[src/rtl/sprite_blitter.sv]
// Sprite blitter: walks an 8x8 ROM sprite (draw/erase) or the whole screen
// (clear) and streams one registered pixel write per cycle to a VGA adapter.
// Optional build macro: SPRITE_TRANSPARENT_EN -- when defined, zero bits of
// a drawn sprite are skipped instead of being painted black.
module sprite_blitter #(
    parameter int SCREEN_W = 160,
    parameter int SCREEN_H = 120
) (
    input  logic       clk,
    input  logic       reset,
    input  logic       cmd_valid,
    output logic       cmd_ready,
    input  logic [1:0] cmd_op,
    input  logic [7:0] cmd_x,
    input  logic [6:0] cmd_y,
    input  logic [1:0] cmd_sprite,
    input  logic [2:0] color_in,
    output logic [7:0] x_out,
    output logic [6:0] y_out,
    output logic [2:0] color_out,
    output logic       writeEn,
    output logic       busy,
    output logic       done
);

    typedef enum logic [1:0] {S_IDLE, S_DRAW, S_CLEAR, S_DONE} state_t;

    localparam logic [1:0] OP_DRAW  = 2'b00;
    localparam logic [1:0] OP_CLEAR = 2'b10;
    localparam logic [1:0] OP_NOP   = 2'b11;

    localparam logic [8:0] X_LIMIT    = 9'(SCREEN_W);
    localparam logic [7:0] Y_LIMIT    = 8'(SCREEN_H);
    localparam logic [7:0] CLR_X_LAST = 8'(SCREEN_W - 1);
    localparam logic [6:0] CLR_Y_LAST = 7'(SCREEN_H - 1);

    state_t     state_q, state_d;
    logic [1:0] op_q, op_d;
    logic [7:0] base_x_q, base_x_d;
    logic [6:0] base_y_q, base_y_d;
    logic [1:0] sprite_q, sprite_d;
    logic [2:0] color_q, color_d;
    logic [7:0] cx_q, cx_d;
    logic [6:0] cy_q, cy_d;
    logic       last_q, last_d;
    logic [7:0] x_out_q, x_out_d;
    logic [6:0] y_out_q, y_out_d;
    logic [2:0] color_out_q, color_out_d;
    logic       we_q, we_d;
    logic       busy_q, busy_d;
    logic       done_q, done_d;
    logic       ready_q, ready_d;

    logic       starting;
    logic [1:0] cur_op;
    logic [7:0] cur_x;
    logic [6:0] cur_y;
    logic [1:0] cur_sprite;
    logic [2:0] cur_color;
    logic [7:0] cur_cx;
    logic [6:0] cur_cy;
    logic [8:0] tgt_x;
    logic [7:0] tgt_y;
    logic       clipped;
    logic       rom_on;
    logic       scan_clear;
    logic       scan_last;
    logic [7:0] next_cx;
    logic [6:0] next_cy;
    logic       pix_we;
    logic [7:0] pix_x;
    logic [6:0] pix_y;
    logic [2:0] pix_color;

    // Fixed sprite ROM: each sprite is a closed-form pattern over (cx, cy).
    function automatic logic rom_bit(input logic [1:0] sprite,
                                     input logic [2:0] cx,
                                     input logic [2:0] cy);
        case (sprite)
            2'd0:    rom_bit = 1'b1;
            2'd1:    rom_bit = (cx == 3'd0) || (cx == 3'd7) || (cy == 3'd0) || (cy == 3'd7);
            2'd2:    rom_bit = cx[0] ^ cy[0];
            default: rom_bit = (cx == cy);
        endcase
    endfunction

    // Pixel generator: in IDLE it previews pixel 0 from the live command so the
    // first write lands one cycle after accept; otherwise it uses the latched command.
    always_comb begin
        starting   = (state_q == S_IDLE);
        cur_op     = starting ? cmd_op     : op_q;
        cur_x      = starting ? cmd_x      : base_x_q;
        cur_y      = starting ? cmd_y      : base_y_q;
        cur_sprite = starting ? cmd_sprite : sprite_q;
        cur_color  = starting ? color_in   : color_q;
        cur_cx     = starting ? 8'd0       : cx_q;
        cur_cy     = starting ? 7'd0       : cy_q;
        scan_clear = (cur_op == OP_CLEAR);

        tgt_x   = {1'b0, cur_x} + {6'b0, cur_cx[2:0]};
        tgt_y   = {1'b0, cur_y} + {5'b0, cur_cy[2:0]};
        clipped = (tgt_x >= X_LIMIT) || (tgt_y >= Y_LIMIT);
        rom_on  = rom_bit(cur_sprite, cur_cx[2:0], cur_cy[2:0]);

        if (scan_clear) begin
            pix_x     = cur_cx;
            pix_y     = cur_cy;
            pix_color = cur_color;
            pix_we    = 1'b1;
            scan_last = (cur_cx == CLR_X_LAST) && (cur_cy == CLR_Y_LAST);
            next_cx   = (cur_cx == CLR_X_LAST) ? 8'd0 : cur_cx + 8'd1;
            next_cy   = (cur_cx == CLR_X_LAST) ? cur_cy + 7'd1 : cur_cy;
        end else begin
            pix_x     = tgt_x[7:0];
            pix_y     = tgt_y[6:0];
            pix_color = (cur_op == OP_DRAW && rom_on) ? cur_color : 3'b000;
            pix_we    = !clipped;
`ifdef SPRITE_TRANSPARENT_EN
            if (cur_op == OP_DRAW && !rom_on) begin
                pix_we = 1'b0;
            end
`endif
            scan_last = (cur_cx[2:0] == 3'd7) && (cur_cy[2:0] == 3'd7);
            next_cx   = (cur_cx[2:0] == 3'd7) ? 8'd0 : cur_cx + 8'd1;
            next_cy   = (cur_cx[2:0] == 3'd7) ? cur_cy + 7'd1 : cur_cy;
        end
    end

    // Next-state and next-output logic for the command FSM.
    always_comb begin
        state_d     = state_q;
        op_d        = op_q;
        base_x_d    = base_x_q;
        base_y_d    = base_y_q;
        sprite_d    = sprite_q;
        color_d     = color_q;
        cx_d        = cx_q;
        cy_d        = cy_q;
        last_d      = last_q;
        x_out_d     = x_out_q;
        y_out_d     = y_out_q;
        color_out_d = color_out_q;
        we_d        = 1'b0;
        done_d      = 1'b0;

        case (state_q)
            S_IDLE: begin
                if (cmd_valid && ready_q) begin
                    op_d     = cmd_op;
                    base_x_d = cmd_x;
                    base_y_d = cmd_y;
                    sprite_d = cmd_sprite;
                    color_d  = color_in;
                    if (cmd_op == OP_NOP) begin
                        state_d = S_DONE;
                        done_d  = 1'b1;
                    end else begin
                        x_out_d     = pix_x;
                        y_out_d     = pix_y;
                        color_out_d = pix_color;
                        we_d        = pix_we;
                        cx_d        = next_cx;
                        cy_d        = next_cy;
                        last_d      = scan_last;
                        state_d     = scan_clear ? S_CLEAR : S_DRAW;
                    end
                end
            end
            S_DRAW, S_CLEAR: begin
                if (last_q) begin
                    state_d = S_DONE;
                    done_d  = 1'b1;
                end else begin
                    x_out_d     = pix_x;
                    y_out_d     = pix_y;
                    color_out_d = pix_color;
                    we_d        = pix_we;
                    cx_d        = next_cx;
                    cy_d        = next_cy;
                    last_d      = scan_last;
                end
            end
            S_DONE: begin
                state_d = S_IDLE;
            end
            default: begin
                state_d = S_IDLE;
            end
        endcase

        busy_d  = (state_d != S_IDLE);
        ready_d = (state_d == S_IDLE);
    end

    // State and registered outputs; reset aborts any command in flight.
    always_ff @(posedge clk) begin
        if (reset) begin
            state_q     <= S_IDLE;
            op_q        <= 2'b00;
            base_x_q    <= 8'd0;
            base_y_q    <= 7'd0;
            sprite_q    <= 2'd0;
            color_q     <= 3'd0;
            cx_q        <= 8'd0;
            cy_q        <= 7'd0;
            last_q      <= 1'b0;
            x_out_q     <= 8'd0;
            y_out_q     <= 7'd0;
            color_out_q <= 3'd0;
            we_q        <= 1'b0;
            busy_q      <= 1'b0;
            done_q      <= 1'b0;
            ready_q     <= 1'b1;
        end else begin
            state_q     <= state_d;
            op_q        <= op_d;
            base_x_q    <= base_x_d;
            base_y_q    <= base_y_d;
            sprite_q    <= sprite_d;
            color_q     <= color_d;
            cx_q        <= cx_d;
            cy_q        <= cy_d;
            last_q      <= last_d;
            x_out_q     <= x_out_d;
            y_out_q     <= y_out_d;
            color_out_q <= color_out_d;
            we_q        <= we_d;
            busy_q      <= busy_d;
            done_q      <= done_d;
            ready_q     <= ready_d;
        end
    end

    assign cmd_ready = ready_q;
    assign x_out     = x_out_q;
    assign y_out     = y_out_q;
    assign color_out = color_out_q;
    assign writeEn   = we_q;
    assign busy      = busy_q;
    assign done      = done_q;

endmodule

[config.mk]
export PLATFORM = sky130hd
export DESIGN_NAME = sprite_blitter
export DESIGN_NICKNAME = d
export VERILOG_FILES = /design/src/rtl/sprite_blitter.sv
export SDC_FILE = /design/constraint.sdc
export NUM_CORES = 1
export LEC_CHECK = 0
export CAP_MARGIN = 20
export CORE_AREA = 2 2 85 87
export DETAILED_ROUTE_END_ITERATION = 6
export DIE_AREA = 0 0 87 89
export PLACE_DENSITY_LB_ADDON = 0.12
export SLEW_MARGIN = 40
export SYNTH_ARGS = -nofsm -noshare
export SYNTH_HDL_FRONTEND = slang
export SYNTH_SLANG_ARGS = --single-unit
[constraint.sdc]
create_clock -name clk -period 5.3 [get_ports clk]
set_clock_uncertainty 0.2 [all_clocks]
set_input_delay 1.59 -clock clk [delete_from_list [all_inputs] [get_ports clk]]
set_output_delay 1.59 -clock clk [all_outputs]
set_load 0.01 [all_outputs]
==> results.md <==
- Status: finished clean
- Crit path max fanout: 7
- Drc violations: 0
- Register clock-pin slew on the reported worst setup and hold paths: about 70 ps
- Post-route setup slack: between 1000 and 1500 ps
- Syn_area_per_cell: about 7.9 µm²
- Reg2Reg Setup Slack: ~1900 ps
- Max Slew Vio Count: 0
- P_leak: ~1.6 nW
- Share of the synthesized area in the top cell type: between 30% and 40%
- Via density: between 6 and 7
- Post-synth EDFFs: 0
- Initial DRC count: 287
- Hold Startpoint: base_x_q[7]$_SDFFE_PP0P_
- Initial antenna violation count: 0
- Synthesis-stage register bit count: 62
- Initial Util: 54.51%
- Number of global-route vias before repair: roughly 3200
- IO Port Bufs: 46
- Largest net degree at the start of global routing: 34
- Gr usage total: about a quarter
- Non-Filler Instances: 578
- Worst Hold Endpoint: base_x_q[7]$_SDFFE_PP0P_
- X dimension of the die: 87 µm
- Via count of the routed design: 3569
- GRT overflow: 0
- Register area share after synthesis: approximately a third
- Post-Place Worst Slack: about 1100 ps
- Pwr Density: around 350 nW/µm²
- Average wire per standard cell: around 17 µm
- Delay-heaviest family, CP: simple AND/OR/NAND/NOR gates
- Post-synthesis cell area: 3662 µm²
- Tot Pwr: 1.493 mW
- First-pass GRT wire length: about 16 mm
- Reg-to-reg critical path endpoint: y_out[6]$_SDFFE_PP0P_
- Syn nets: 502
- Ys async rst share: 0%
- Mapped Cells: ~460
- # diodes: 0
- Relative slew slack: 51.28%
- Cells on Worst Hold Path: 2
- Core area: 6719 µm²
- Worst skew pair latency: approximately 340 ps
- IO Count: between 40 and 50
- Crit path largest cell delay: roughly 520 ps
- Final nets: 531
- CTS Hold Bufs: 0
- Die Ht: between 80 and 90 µm
- Int Pwr: around 0.94 mW
- Setup Buffers After CTS: 0
- Most used DFF post-synth: dfxtp_1
- Worst Path Buf+Inv: 1
- Most frequent cells in the layout: nand2_1 (69), dfxtp_1 (62), a21oi_1 (50)
- Period utilization: between 70 and 80%
- H-tree depth: 3
- Worst R2R Start: state_q[0]$_SDFF_PP0_
- Fillers: ~610
- Final Critical Period: 3840 ps
- Sw frac: between 30% and 40%
- Power share of the sequential group: roughly 39%
- Num CTS Buffers: 9
- Startpoint types: primary input
- CP endpoint kind: flop
- Clock power frac: about 25%
- Max Fclk: 260.4 MHz
- Post-CTS Resized: 0
- Post-route ant nets: 0
- Hpwl dp: a little under 7 mm
- Synth area leader: dfxtp_1
- Sw Pwr: between 0.5 and 0.6 mW
- Die ar.: roughly 7700 µm²
- Slowest-stage cell, CP: or4_1
- CTS tree: done
- Crit path cell chain: clkdlybuf4s50_1 -> mux2_2 -> ha_1 -> nand4b_1 -> and2_1 -> or4_1 -> a32oi_1 -> a211oi_1
- HP Class: flop to flop
- Routed WL: approximately 9.7 mm
- Deepest clock path buffer count: 2
- Max Cap Viol: 0
- 1st-pass router iterations: 4
- RSZ-0062 raised after global routing: false
- Setup_tns: 0 ps
- Gate power share: a little over a third
- YS warnings: 0
- Critical path class: primary input to flop
- Final hold vios: 0
- Peak VDD IR: 0.1863 mV
- Area Overhead vs Synth: 17.39%
- Placer Congestion: between 0.9 and 1
- FP Rows: 30
- Synth unique cells: 60
- CP Data Required Time: 5320 ps
- Crit path arrival time: roughly 3900 ps
- Root buffer cell: clkbuf_8
- Dpl cells: around 560
- Layout cell share with drive strength beyond 1: about 7.6%
- Most common cell after layout, fill and taps aside: nand2_1
- Synth area leaders: dfxtp_1 (34%), nand2_1 (7.2%), a21oi_1 (6.8%), ha_1 (4.1%), nor2_1 (3.3%)
- Worst-margin pin slew: between 700 and 800 ps
- Clock sink count: 62
- R2R cell count: 11
- # setup viols final: 0
-- flip-flops by register name, summed over array words and instances, names as in the netlist --
signal	flops
base_x_q	8
cx_q	8
x_out	8
base_y_q	7
cy_q	7
y_out	7
color_out	3
color_q	3
op_q	2
sprite_q	2
state_q	2
busy	1
cmd_ready	1
done	1
last_q	1
writeEn	1
-- metrics by stage --
stage | util (%) | cell area (µm²) | hold WS, ps
after floorplan | - | 3662 | 231.5
after global placement | 61.42 | 4126 | 239.4
after detailed placement | 61.42 | 4126 | 245.3
after CTS | 63.91 | 4294 | 256.8
after global routing | 63.99 | 4299 | 269.7
final | 63.99 | 4299 | 255.3
-- cells in the mapped netlist (8+ instances only) --
library cell / number
mux2i_1: 9
nand2_1: 70
dfxtp_1: 62
a31oi_1: 9
inv_1: 8
nor3_1: 13
xnor2_1: 10
nor2_1: 32
mux2_2: 8
ha_1: 12
nand3_1: 14
clkbuf_1: 24
a21oi_1: 50
o21ai_0: 16
-- power groups by stage --
stage / clock network, mW / logic [mW] / registers (mW)
finish: 0.373 / 0.541 / 0.580
global placement: 0 / 0.524 / 0.588
floorplan: 0 / 0.343 / 0.592
detailed placement: 0 / 0.535 / 0.590
global route: 0.391 / 0.598 / 0.588
CTS: 0.374 / 0.537 / 0.579
-- kinds of logic (layout without fill, tap and decap cells) --
family,after synthesis,in the layout,synth area share [%]
and+or+nand+nor,192,192,26.68
AOI/OAI and AO/OA,124,124,21.80
DFF,62,62,33.89
buffers and inverters,42,76,4.680
muxes,17,17,4.920
adders and majority gates,14,14,4.920
xor gates and xnor gates,13,13,3.109
-- cell type report --
cell class	count	area, µm²	area share, %
Sequential cell	62	1241	28.87
Timing Repair Buffer	52	500.5	11.64
Clock inverter	4	22.52	0.5239
Tap cell	80	100.1	2.328
Clock buffer	12	145.1	3.376
Multi-Input combinational cell	360	2260	52.56
Inverter	8	30.03	0.6985
-- worst max-delay path by stage --
stage               depth (start not counted)                   from  slack [ps]               endpoint
CTS                                         6              cmd_valid        1440   cy_q[6]$_SDFFE_PP0P_
detailed placement                          6              cmd_valid        1090   cy_q[6]$_SDFFE_PP0P_
global placement                            8               cmd_x[2]        1140  x_out[6]$_SDFFE_PP0P_
finish                                      8               cmd_x[2]        1460  x_out[6]$_SDFFE_PP0P_
floorplan                                  15  state_q[0]$_SDFF_PP0_        1410  x_out[6]$_SDFFE_PP0P_
global route                                8               cmd_x[2]        1320  x_out[6]$_SDFFE_PP0P_
-- layer usage --
| metal | GRT usage (%) | wire (µm) | part of all wire (%) |
|---|---|---|---|
| met5 | 0 | 0 | 0 |
| met4 | 8.097 | 159 | 1.6 |
| met3 | 3.970 | 532 | 5.5 |
| met2 | 43.37 | 4688 | 48 |
| met1 | 34.30 | 4364 | 45 |
-- worst reg2reg max path, cell delays in order (launching register included) --
cell and delay [ps]:
dfxtp_1 340, inv_1 70, ha_2 440, buf_4 370
mux2_2 380, ha_1 200, fa_1 410, a21oi_1 250
a211oi_1 90, xnor2_1 180, a221oi_1 290, nor3_1 80
No activity file was read; power rests on OpenSTA's default activity.
